$ cat src/rtl/fetch_module_pkg.sv
// Shared types and constants for the fetch front end.
// Build option: FETCH_STATIC_BRANCH_EN lets fetch follow unconditional B
// instructions itself instead of waiting for a ROB redirect.
package fetch_module_pkg;

    localparam int GPR_SIZE = 64;

    localparam logic [31:0] HLT_INSNBITS = 32'hD440_0000;
    localparam logic [5:0]  OP_B         = 6'b000101;

    typedef enum logic {
        FETCH  = 1'b0,
        HALTED = 1'b1
    } fetch_state_t;

    typedef struct packed {
        logic [31:0]         insnbits;
        logic [GPR_SIZE-1:0] pc;
    } fetch_entry_t;

    // Target of an unconditional B: pc + sign-extended (imm26 << 2), wrapping modulo 2^64.
    function automatic logic [GPR_SIZE-1:0] branchTarget(input logic [GPR_SIZE-1:0] pc,
                                                         input logic [31:0] insn);
        return pc + {{(GPR_SIZE-28){insn[25]}}, insn[25:0], 2'b00};
    endfunction

endpackage

$ cat src/rtl/fetch_queue.sv
// Small instruction FIFO between the memory response and dispatch.
// Flush wins over push and pop. The head reads as all zeros when the FIFO is empty.
module fetch_queue
    import fetch_module_pkg::*;
#(
    parameter int DEPTH = 4
)(
    input  logic                   i_clk,
    input  logic                   i_rstN,
    input  logic                   i_push,
    input  fetch_entry_t           i_pushEntry,
    input  logic                   i_pop,
    input  logic                   i_flush,
    output fetch_entry_t           o_head,
    output logic [$clog2(DEPTH):0] o_count,
    output logic                   o_empty,
    output logic                   o_full
);

    localparam int PTR_W = $clog2(DEPTH);
    localparam int CNT_W = PTR_W + 1;

    fetch_entry_t     r_mem [DEPTH];
    logic [PTR_W-1:0] r_wrPtr;
    logic [PTR_W-1:0] r_rdPtr;
    logic [CNT_W-1:0] r_count;
    logic             w_doPush;
    logic             w_doPop;

    assign o_empty  = (r_count == '0);
    assign o_full   = (r_count == CNT_W'(DEPTH));
    assign o_count  = r_count;
    assign w_doPop  = i_pop && !i_flush && !o_empty;
    assign w_doPush = i_push && !i_flush && (!o_full || w_doPop);
    assign o_head   = o_empty ? '0 : r_mem[r_rdPtr];

    // Pointers wrap naturally; the count sits beside them to tell full from empty.
    always_ff @(posedge i_clk or negedge i_rstN) begin
        if (!i_rstN) begin
            r_wrPtr <= '0;
            r_rdPtr <= '0;
            r_count <= '0;
        end else if (i_flush) begin
            r_wrPtr <= '0;
            r_rdPtr <= '0;
            r_count <= '0;
        end else begin
            if (w_doPush) r_wrPtr <= r_wrPtr + PTR_W'(1);
            if (w_doPop)  r_rdPtr <= r_rdPtr + PTR_W'(1);
            case ({w_doPush, w_doPop})
                2'b10:   r_count <= r_count + CNT_W'(1);
                2'b01:   r_count <= r_count - CNT_W'(1);
                default: r_count <= r_count;
            endcase
        end
    end

    // Storage needs no reset: the count decides which entries are visible.
    always_ff @(posedge i_clk) begin
        if (w_doPush) r_mem[r_wrPtr] <= i_pushEntry;
    end

endmodule

$ cat src/rtl/fetch_module.sv
// Fetch stage: owns the PC, issues one-word requests to a synchronous
// instruction memory, buffers responses in fetch_queue and hands one
// instruction per cycle to dispatch. ROB redirects squash everything younger,
// and fetch stops once HLT has been enqueued.
// Build option: FETCH_STATIC_BRANCH_EN follows unconditional B at enqueue time.
module fetch_module
    import fetch_module_pkg::*;
#(
    parameter int                  QUEUE_DEPTH = 4,
    parameter logic [GPR_SIZE-1:0] RESET_PC    = '0
)(
    input  logic                in_clk,
    input  logic                in_rst,
    output logic                out_imem_req,
    output logic [GPR_SIZE-1:0] out_imem_addr,
    input  logic                in_imem_valid,
    input  logic [31:0]         in_imem_insnbits,
    output logic                out_d_done,
    output logic [31:0]         out_d_insnbits,
    output logic [GPR_SIZE-1:0] out_d_pc,
    input  logic                in_d_stall,
    input  logic                in_rob_is_mispred,
    input  logic [GPR_SIZE-1:0] in_rob_redirect_pc,
    output logic                out_halted
);

    localparam int              CNT_W   = $clog2(QUEUE_DEPTH) + 1;
    localparam logic [CNT_W:0]  DEPTH_L = (CNT_W+1)'(QUEUE_DEPTH);

    fetch_state_t        r_state;
    fetch_state_t        w_nextState;
    logic [GPR_SIZE-1:0] r_pc;
    logic [GPR_SIZE-1:0] r_inflightPc;
    logic                r_inflightLive;

    logic [GPR_SIZE-1:0] w_reqAddr;
    logic [GPR_SIZE-1:0] w_branchTarget;
    logic [CNT_W-1:0]    w_count;
    logic [CNT_W:0]      w_occupancy;
    logic                w_empty;
    logic                w_full;
    logic                w_push;
    logic                w_pushHlt;
    logic                w_pushBranch;
    logic                w_squashYounger;
    fetch_entry_t        w_head;
    fetch_entry_t        w_pushEntry;

    assign w_reqAddr   = {r_pc[GPR_SIZE-1:2], 2'b00};
    assign w_occupancy = {1'b0, w_count} + {{CNT_W{1'b0}}, r_inflightLive};
    assign w_push      = in_imem_valid && r_inflightLive && !in_rob_is_mispred;
    assign w_pushHlt   = w_push && (in_imem_insnbits == HLT_INSNBITS);
    assign w_pushEntry = '{insnbits: in_imem_insnbits, pc: r_inflightPc};

`ifdef FETCH_STATIC_BRANCH_EN
    assign w_pushBranch   = w_push && (in_imem_insnbits[31:26] == OP_B);
    assign w_branchTarget = branchTarget(r_inflightPc, in_imem_insnbits);
`else
    assign w_pushBranch   = 1'b0;
    assign w_branchTarget = '0;
`endif

    // A request issued while HLT or a taken B is being enqueued is on the wrong path.
    assign w_squashYounger = w_pushHlt || w_pushBranch;

    fetch_queue #(
        .DEPTH(QUEUE_DEPTH)
    ) u_queue (
        .i_clk      (in_clk),
        .i_rstN     (in_rst),
        .i_push     (w_push),
        .i_pushEntry(w_pushEntry),
        .i_pop      (out_d_done),
        .i_flush    (in_rob_is_mispred),
        .o_head     (w_head),
        .o_count    (w_count),
        .o_empty    (w_empty),
        .o_full     (w_full)
    );

    assign out_imem_addr  = out_imem_req ? w_reqAddr : '0;
    assign out_d_insnbits = w_head.insnbits;
    assign out_d_pc       = w_head.pc;

    // State register.
    always_ff @(posedge in_clk or negedge in_rst) begin
        if (!in_rst) r_state <= FETCH;
        else         r_state <= w_nextState;
    end

    // Next state: a redirect always resumes fetching; enqueuing HLT stops it.
    always_comb begin
        w_nextState = r_state;
        if (in_rob_is_mispred)                  w_nextState = FETCH;
        else if (r_state == FETCH && w_pushHlt) w_nextState = HALTED;
    end

    // Outputs: request only with room for the reply, deliver only when dispatch can take it.
    always_comb begin
        out_imem_req = in_rst && (r_state == FETCH) && !in_rob_is_mispred &&
                       !w_full && (w_occupancy < DEPTH_L);
        out_d_done   = !w_empty && !in_d_stall && !in_rob_is_mispred;
        out_halted   = (r_state == HALTED);
    end

    // PC and the single in-flight slot; a redirect overrides every other update.
    always_ff @(posedge in_clk or negedge in_rst) begin
        if (!in_rst) begin
            r_pc           <= RESET_PC;
            r_inflightPc   <= '0;
            r_inflightLive <= 1'b0;
        end else if (in_rob_is_mispred) begin
            r_pc           <= in_rob_redirect_pc;
            r_inflightLive <= 1'b0;
        end else begin
            r_inflightLive <= out_imem_req && !w_squashYounger;
            if (out_imem_req) r_inflightPc <= w_reqAddr;
            if (w_pushBranch)      r_pc <= w_branchTarget;
            else if (out_imem_req) r_pc <= r_pc + GPR_SIZE'(4);
        end
    end

endmodule

$ cat config.mk
export PLATFORM = sky130hd
export DESIGN_NAME = fetch_module
export DESIGN_NICKNAME = d
export VERILOG_FILES = /design/src/rtl/fetch_module_pkg.sv /design/src/rtl/fetch_queue.sv /design/src/rtl/fetch_module.sv
export SDC_FILE = /design/constraint.sdc
export NUM_CORES = 1
export LEC_CHECK = 0
export CORE_MARGIN = 3
export CORE_UTILIZATION = 65
export CTS_BUF_LIST = sky130_fd_sc_hd__clkbuf_8
export DETAILED_ROUTE_END_ITERATION = 8
export DONT_BUFFER_PORTS = 1
export GPL_ROUTABILITY_DRIVEN = 0
export HOLD_SLACK_MARGIN = 0.06
export PLACE_DENSITY = 0.88
export SLEW_MARGIN = 5
export SYNTH_ARGS = -nofsm -noshare
export SYNTH_HDL_FRONTEND = slang
export SYNTH_SLANG_ARGS = --single-unit
$ cat constraint.sdc
create_clock -name in_clk -period 4.35 [get_ports in_clk]
set_input_delay 0.435 -clock in_clk [delete_from_list [all_inputs] [get_ports in_clk]]
set_output_delay 0.435 -clock in_clk [all_outputs]
set_load 0.01 [all_outputs]
# Word level (Yosys, flattened, before mapping)
# Memory sizes are Yosys's and may differ from the RTL's.
# Index checks and enable logic that the tools add are counted.
# totals
regBits	135
mem_bits_rw	376
inputBits	101
output_inout_bits	163
memories	1
# mem_list
memory	words	word_bits	read_ports	rd_ports_with_merged_regs	write_ports	line	rtl
u_queue.r_mem	4	94	1	0	1	fetch_queue.sv:23	fetch_entry_t r_mem [DEPTH];
# classes
addsub	6
order_cmp	1
eq_ne	4
muxes	15
bitwise_logic	2
n_reduce_logical	28
# ops
cell	count
two-way mux 64 bit	3
two-way mux 96 bit	1
adder 64 x 3 -> 64 bit (second input constant)	1
equality test 32 bit (second input constant)	1
logical AND 1 bit	15
two-way mux 2 bit	4
nonzero test 2 bit	4
case mux 3 bit (2 select lines)	1
logical NOT 1 bit	5
two-way mux 1 bit	5
adder 2 x 1 -> 2 bit (second input constant)	2
adder 3 x 1 -> 4 bit	1
less-than comparator 4 x 3 -> 1 bit (second input constant)	1
adder 3 x 1 -> 3 bit (second input constant)	1
equality test 3 bit (second input constant)	1
logical NOT 3 bit	1
two-way mux 3 bit	1
nonzero test 3 bit	1
subtractor 3 x 1 -> 3 bit (second input constant)	1
equality test 2 x 1 -> 1 bit (second input constant)	1
equality test 2 bit (second input constant)	1
NOT 1 bit	2
AND reduction 2 bit	1
logical OR 1 bit	1

# Depth between registers and ports, before layout
# logic_depth
ltp_word	11
depth_mapped	9

# By module
# A second synthesis with hierarchy kept.
# unflattened
hier_cells	1380
hier_area_um2	21633.2
# by_module_without_submodules
module	instances	cells_each	area_per_inst_um2	seq_area_each_um2
fetch_queue	1	668	15046.9	11706.2
fetch_module	1	712	6586.3	3153.0

# Worst setup path after synthesis
# No wires, ideal clock.
# synth_timing
path_type	reg-to-reg
from	reg u_queue.r_count[0] (netlist: u_queue.o_count[0])
to	mem u_queue.r_mem[0][0] (netlist bit), enable pin
setup_time_ps	463
arrival_time_ps	3376
required_time_ps	3887
setup_slack_ps	511
path_stages_with_launch	4
path_buffers	0
synth_period_minus_slack_ps	3839
cell_sequence	dfrtp_1 -> nor2_1 -> a311oi_1 -> and2_1
# synth_between
elab_chain_cells	10
elab_cells_between_ends	12
# synth_rtl
element	line	rtl
start: declaration	fetch_queue.sv:26	logic [CNT_W-1:0] r_count;
start signal: assignment	fetch_queue.sv:51	2'b10: r_count <= r_count + CNT_W'(1);
start signal: assignment	fetch_queue.sv:52	2'b01: r_count <= r_count - CNT_W'(1);
start signal: assignment	fetch_queue.sv:53	default: r_count <= r_count;
logical NOT 3 bit	fetch_queue.sv:30	assign o_empty = (r_count == '0);
logical NOT 1 bit	fetch_queue.sv:33, fetch_module.sv:102	
logical AND 1 bit (2 in series)	fetch_module.sv:102	out_d_done = !w_empty && !in_d_stall && !in_rob_is_mispred;
logical AND 1 bit (2 in series)	fetch_queue.sv:33	assign w_doPop = i_pop && !i_flush && !o_empty;
logical OR 1 bit *	fetch_queue.sv:34	assign w_doPush = i_push && !i_flush && (!o_full || w_doPop);
logical AND 1 bit *	fetch_queue.sv:34	
two-way mux 1 bit *	fetch_queue.sv:60	if (w_doPush) r_mem[r_wrPtr] <= i_pushEntry;
two-way mux 1 bit (not written as such) *	fetch_queue.sv:60	
end: declaration	fetch_queue.sv:23	
# Mark *: on every way between the ends. The rest lies on a longest branch, timed or not.

# Worst setup path in the final report
# layout_timing
from	reg u_queue.r_count[2] (netlist: u_queue.o_count[2])
to	out out_imem_addr[29]
# layout_between
elab_chain_cells	5
elab_cells_between_ends	7
# layout_rtl
element	line	rtl
parallel branches: the longest is 3 deep, another holds adder 3 x 1 -> 4 bit	n/a	
logical AND 1 bit *	fetch_module.sv:101	!w_full && (w_occupancy < DEPTH_L);
named net out_imem_req	fetch_module.sv:14	output logic out_imem_req,
two-way mux 64 bit *	fetch_module.sv:81	assign out_imem_addr = out_imem_req ? w_reqAddr : '0;
end: declaration	fetch_module.sv:15	output logic [GPR_SIZE-1:0] out_imem_addr,
# Mark *: on every way through the listed nets, which the timed path passes.

==> results.yml <==
routing:
  wl_um: 51700
  first_pass_iters: 6
  drc: 0
  via_count: 13200
  routed_via_density: 6.66
  drt_iter0_markers: 1744
  wl_per_cell_um: 26.1
  ant_nets: 0
floorplanning:
  die_h_um: 187
  initial_core_util_pct: 66.5
  io-pin-count: 264
  die_w_um: 187
  rows: 65
  core_mm2: 0.0319
  dieArea_mm2: 0.0348
clocking:
  clk_pin_slew_ns: 0.06
  cts.sinks: 509
  clock-root-buffer: "clkbuf_8"
  cts_resized: 0
  worstSkewPairLatency_ns: 0.59
  ctsHtreeMaxLevel: 3
  cts_tree: "done"
  cts_max_path_buffers: 3
  numCtsBuffers: 80
finish:
  stdcell_area_mm2: 0.0241
  nets: 1585
  post_route_cells_drive_above_1_share_pct: 15.8
  areaGrowthSynthToFinish_pct: 13.5
  multiInputGateArea_mm2: 0.00616
  seqCellArea_mm2: 0.0146
  nFillCells: 1834
yosys:
  ys_seq_area_share_pct: 69.0
  async_flop_share_pct: 26.1
  yosys_most_used_dff: "edfxtp_1"
  synthTopCellsByCount: "edfxtp_1, and2_1, dfrtp_1"
  yosysMostFrequentCell: "edfxtp_1"
  synth_edf_count: 376
  ys_top_cells_by_area: "edfxtp_1, dfrtp_1, mux4_2"
  synth_top_area_share_pct: 53.3
  synthCells: 1357
  synth_top_area_cell: "edfxtp_1"
  ys_types: 69
  ys_seq_elements: 509
  ys_warn_count: 0
  syn_area_mm2: 0.0212
  syn_avg_cell_area_um2: 15.6
timing:
  rsz0062_at_grt: "false"
  maxSlewViolCount: 0
  final-hold-violation-count: 0
  period_needed_ns: 3.47
  skew_ns: 0.0373
  slew_headroom_pct: 37.0
  fmax_ghz: 0.289
  tightest_slew_ns: 0.938
  setup_viol: 0
  finalSetupTns_ns: 0
  hold_ws_ns: 0.0862
  fin_crit_sh_pct: 79.7
worst_hold_path:
  holdPathStages: 2
  hp-class: "primary input to flop"
placement:
  place_area_mm2: 0.0217
  hpwlAfterDp_um: 31100
  portBuffers: 0
setup_path:
  reg2reg_depth: 4
  cp_num_buf_inv: 2
  r2r_setup_slack_ns: 1.24
  crit_required_ns: 3.91
  crit_chain: "or4b_1 > a31o_4 > clkinv_2 > buf_4 > and2_1"
  worstSetupEndpointType: "output pin"
  cp_max_fo: 42
  slowest_stage: "clkinv_2"
  crit_family: "simple AND/OR/NAND/NOR gates"
  arrival_ns: 3.03
  cp.depth: 5
  start_kind: "flop"
  cpPeakStageDelay_ns: 0.57
  critPathKind: "flop to output pin"
grt:
  grt-ovfl-total: 0
  grt_pass1_vias: 13300
  grt.total_usage_pct: 29.9
  antenna_found_initial: 3
  grt_pass1_wl_um: 80700
  grt_max_degree: 134
power_and_ir_drop:
  finalPower_mw: 11.9
  irDropWorstVdd_v: 0.000478
  powerDensity_mw_per_mm2: 493
  leakagePower_nw: 8.86
outcome:
  status: "finished, final reports clean"
flow_run:
  cap_violations: 0
-- path summary, 6_finish.rpt --
kind / from / to
setup / recovery: u_queue.o_count[2] / out_imem_addr[29]
hold / removal: in_rob_redirect_pc[20] / r_pc[20]
setup reg to reg: u_queue.o_count[0] / u_queue.r_mem[0][34]
hold reg to reg: r_inflightPc[2] / u_queue.r_mem[2][0]
max in group asynchronous: in_rst / u_queue.r_rdPtr[0]
min in group asynchronous: in_rst / r_inflightPc[36]
-- registers in the layout, indices dropped and copies added, names as in the netlist --
name	flops
u_queue.r_mem	376
r_pc	62
u_queue.r_rdPtr	2
out_halted	1
r_inflightLive	1
r_inflightPc	62
u_queue.r_wrPtr	2
u_queue.o_count	3
-- cell families after synthesis --
group,share of synthesized area (%)
compound gates,6.01
xor+xnor,0.165
fa+ha+maj,0.390
buf+inv,2.11
flops,69.0
mux,10.4
other cells,0.0177
simple gates,12.0
-- cell type report --
type | instances | share of cell area [%]
Tap cell | 435 | 2.26
Antenna cell | 6 | 0.0624
Clock inverter | 56 | 1.01
Timing Repair Buffer | 111 | 4.79
Multi-Input combinational cell | 748 | 25.6
Inverter | 28 | 0.442
Sequential cell | 509 | 60.8
Clock buffer | 88 | 5.03
-- cell usage in the layout, fill, tap and decap left out, types with 6 or more instances in the layout --
master           n
a31oi_1         11
mux4_2          94
and2_1         141
nand4_1         33
clkbuf_8        88
a21oi_1         11
nand3_1         41
edfxtp_1       376
a21o_1          53
a221o_1          9
a22oi_1          9
dlygate4sd3_1   87
clkinv_2         8
buf_4           17
nor2_1          32
nor3_1          14
or3_1            6
clkinv_1        13
o21ai_0         34
nand2b_1         6
o211ai_1        16
mux2i_1          7
diode_2          6
dfrtp_1        131
nand2_1        111
o311ai_0        13
or4_1           16
nor4_1          20
inv_1           59
-- through the flow --
stage	setup slack, ns	cells	utilization, %
floorplan	0.511	1360	-
global placement	1.39	1742	68.0
detailed placement	1.23	1742	68.0
CTS	0.860	1975	75.4
global route	0.743	1978	75.4
finish	0.885	1981	75.5
-- per-layer routing --
| metal | global-route usage (%) | part of all wire (%) | vias up |
|---|---|---|---|
| li1 | - | - | 5503 |
| met1 | 41.9 | 38 | 6665 |
| met2 | 46.8 | 47 | 868 |
| met3 | 8.15 | 11 | 153 |
| met4 | 9.94 | 3.5 | 0 |
| met5 | 0 | 0 | - |
-- power by group --
group | switching (mW) | internal [mW] | leakage [nW] | total, mW
clock | 1.80 | 1.87 | 0.876 | 3.67
combinational | 1.24 | 0.932 | 2.92 | 2.17
sequential | 0.406 | 5.62 | 5.06 | 6.03
-- what timing repair did --
item	in CTS	in global routing
hold endpoints to repair	318	0
buffers inserted	0	0
hold buffers	89	0
Power figures use the tool's default switching activity.
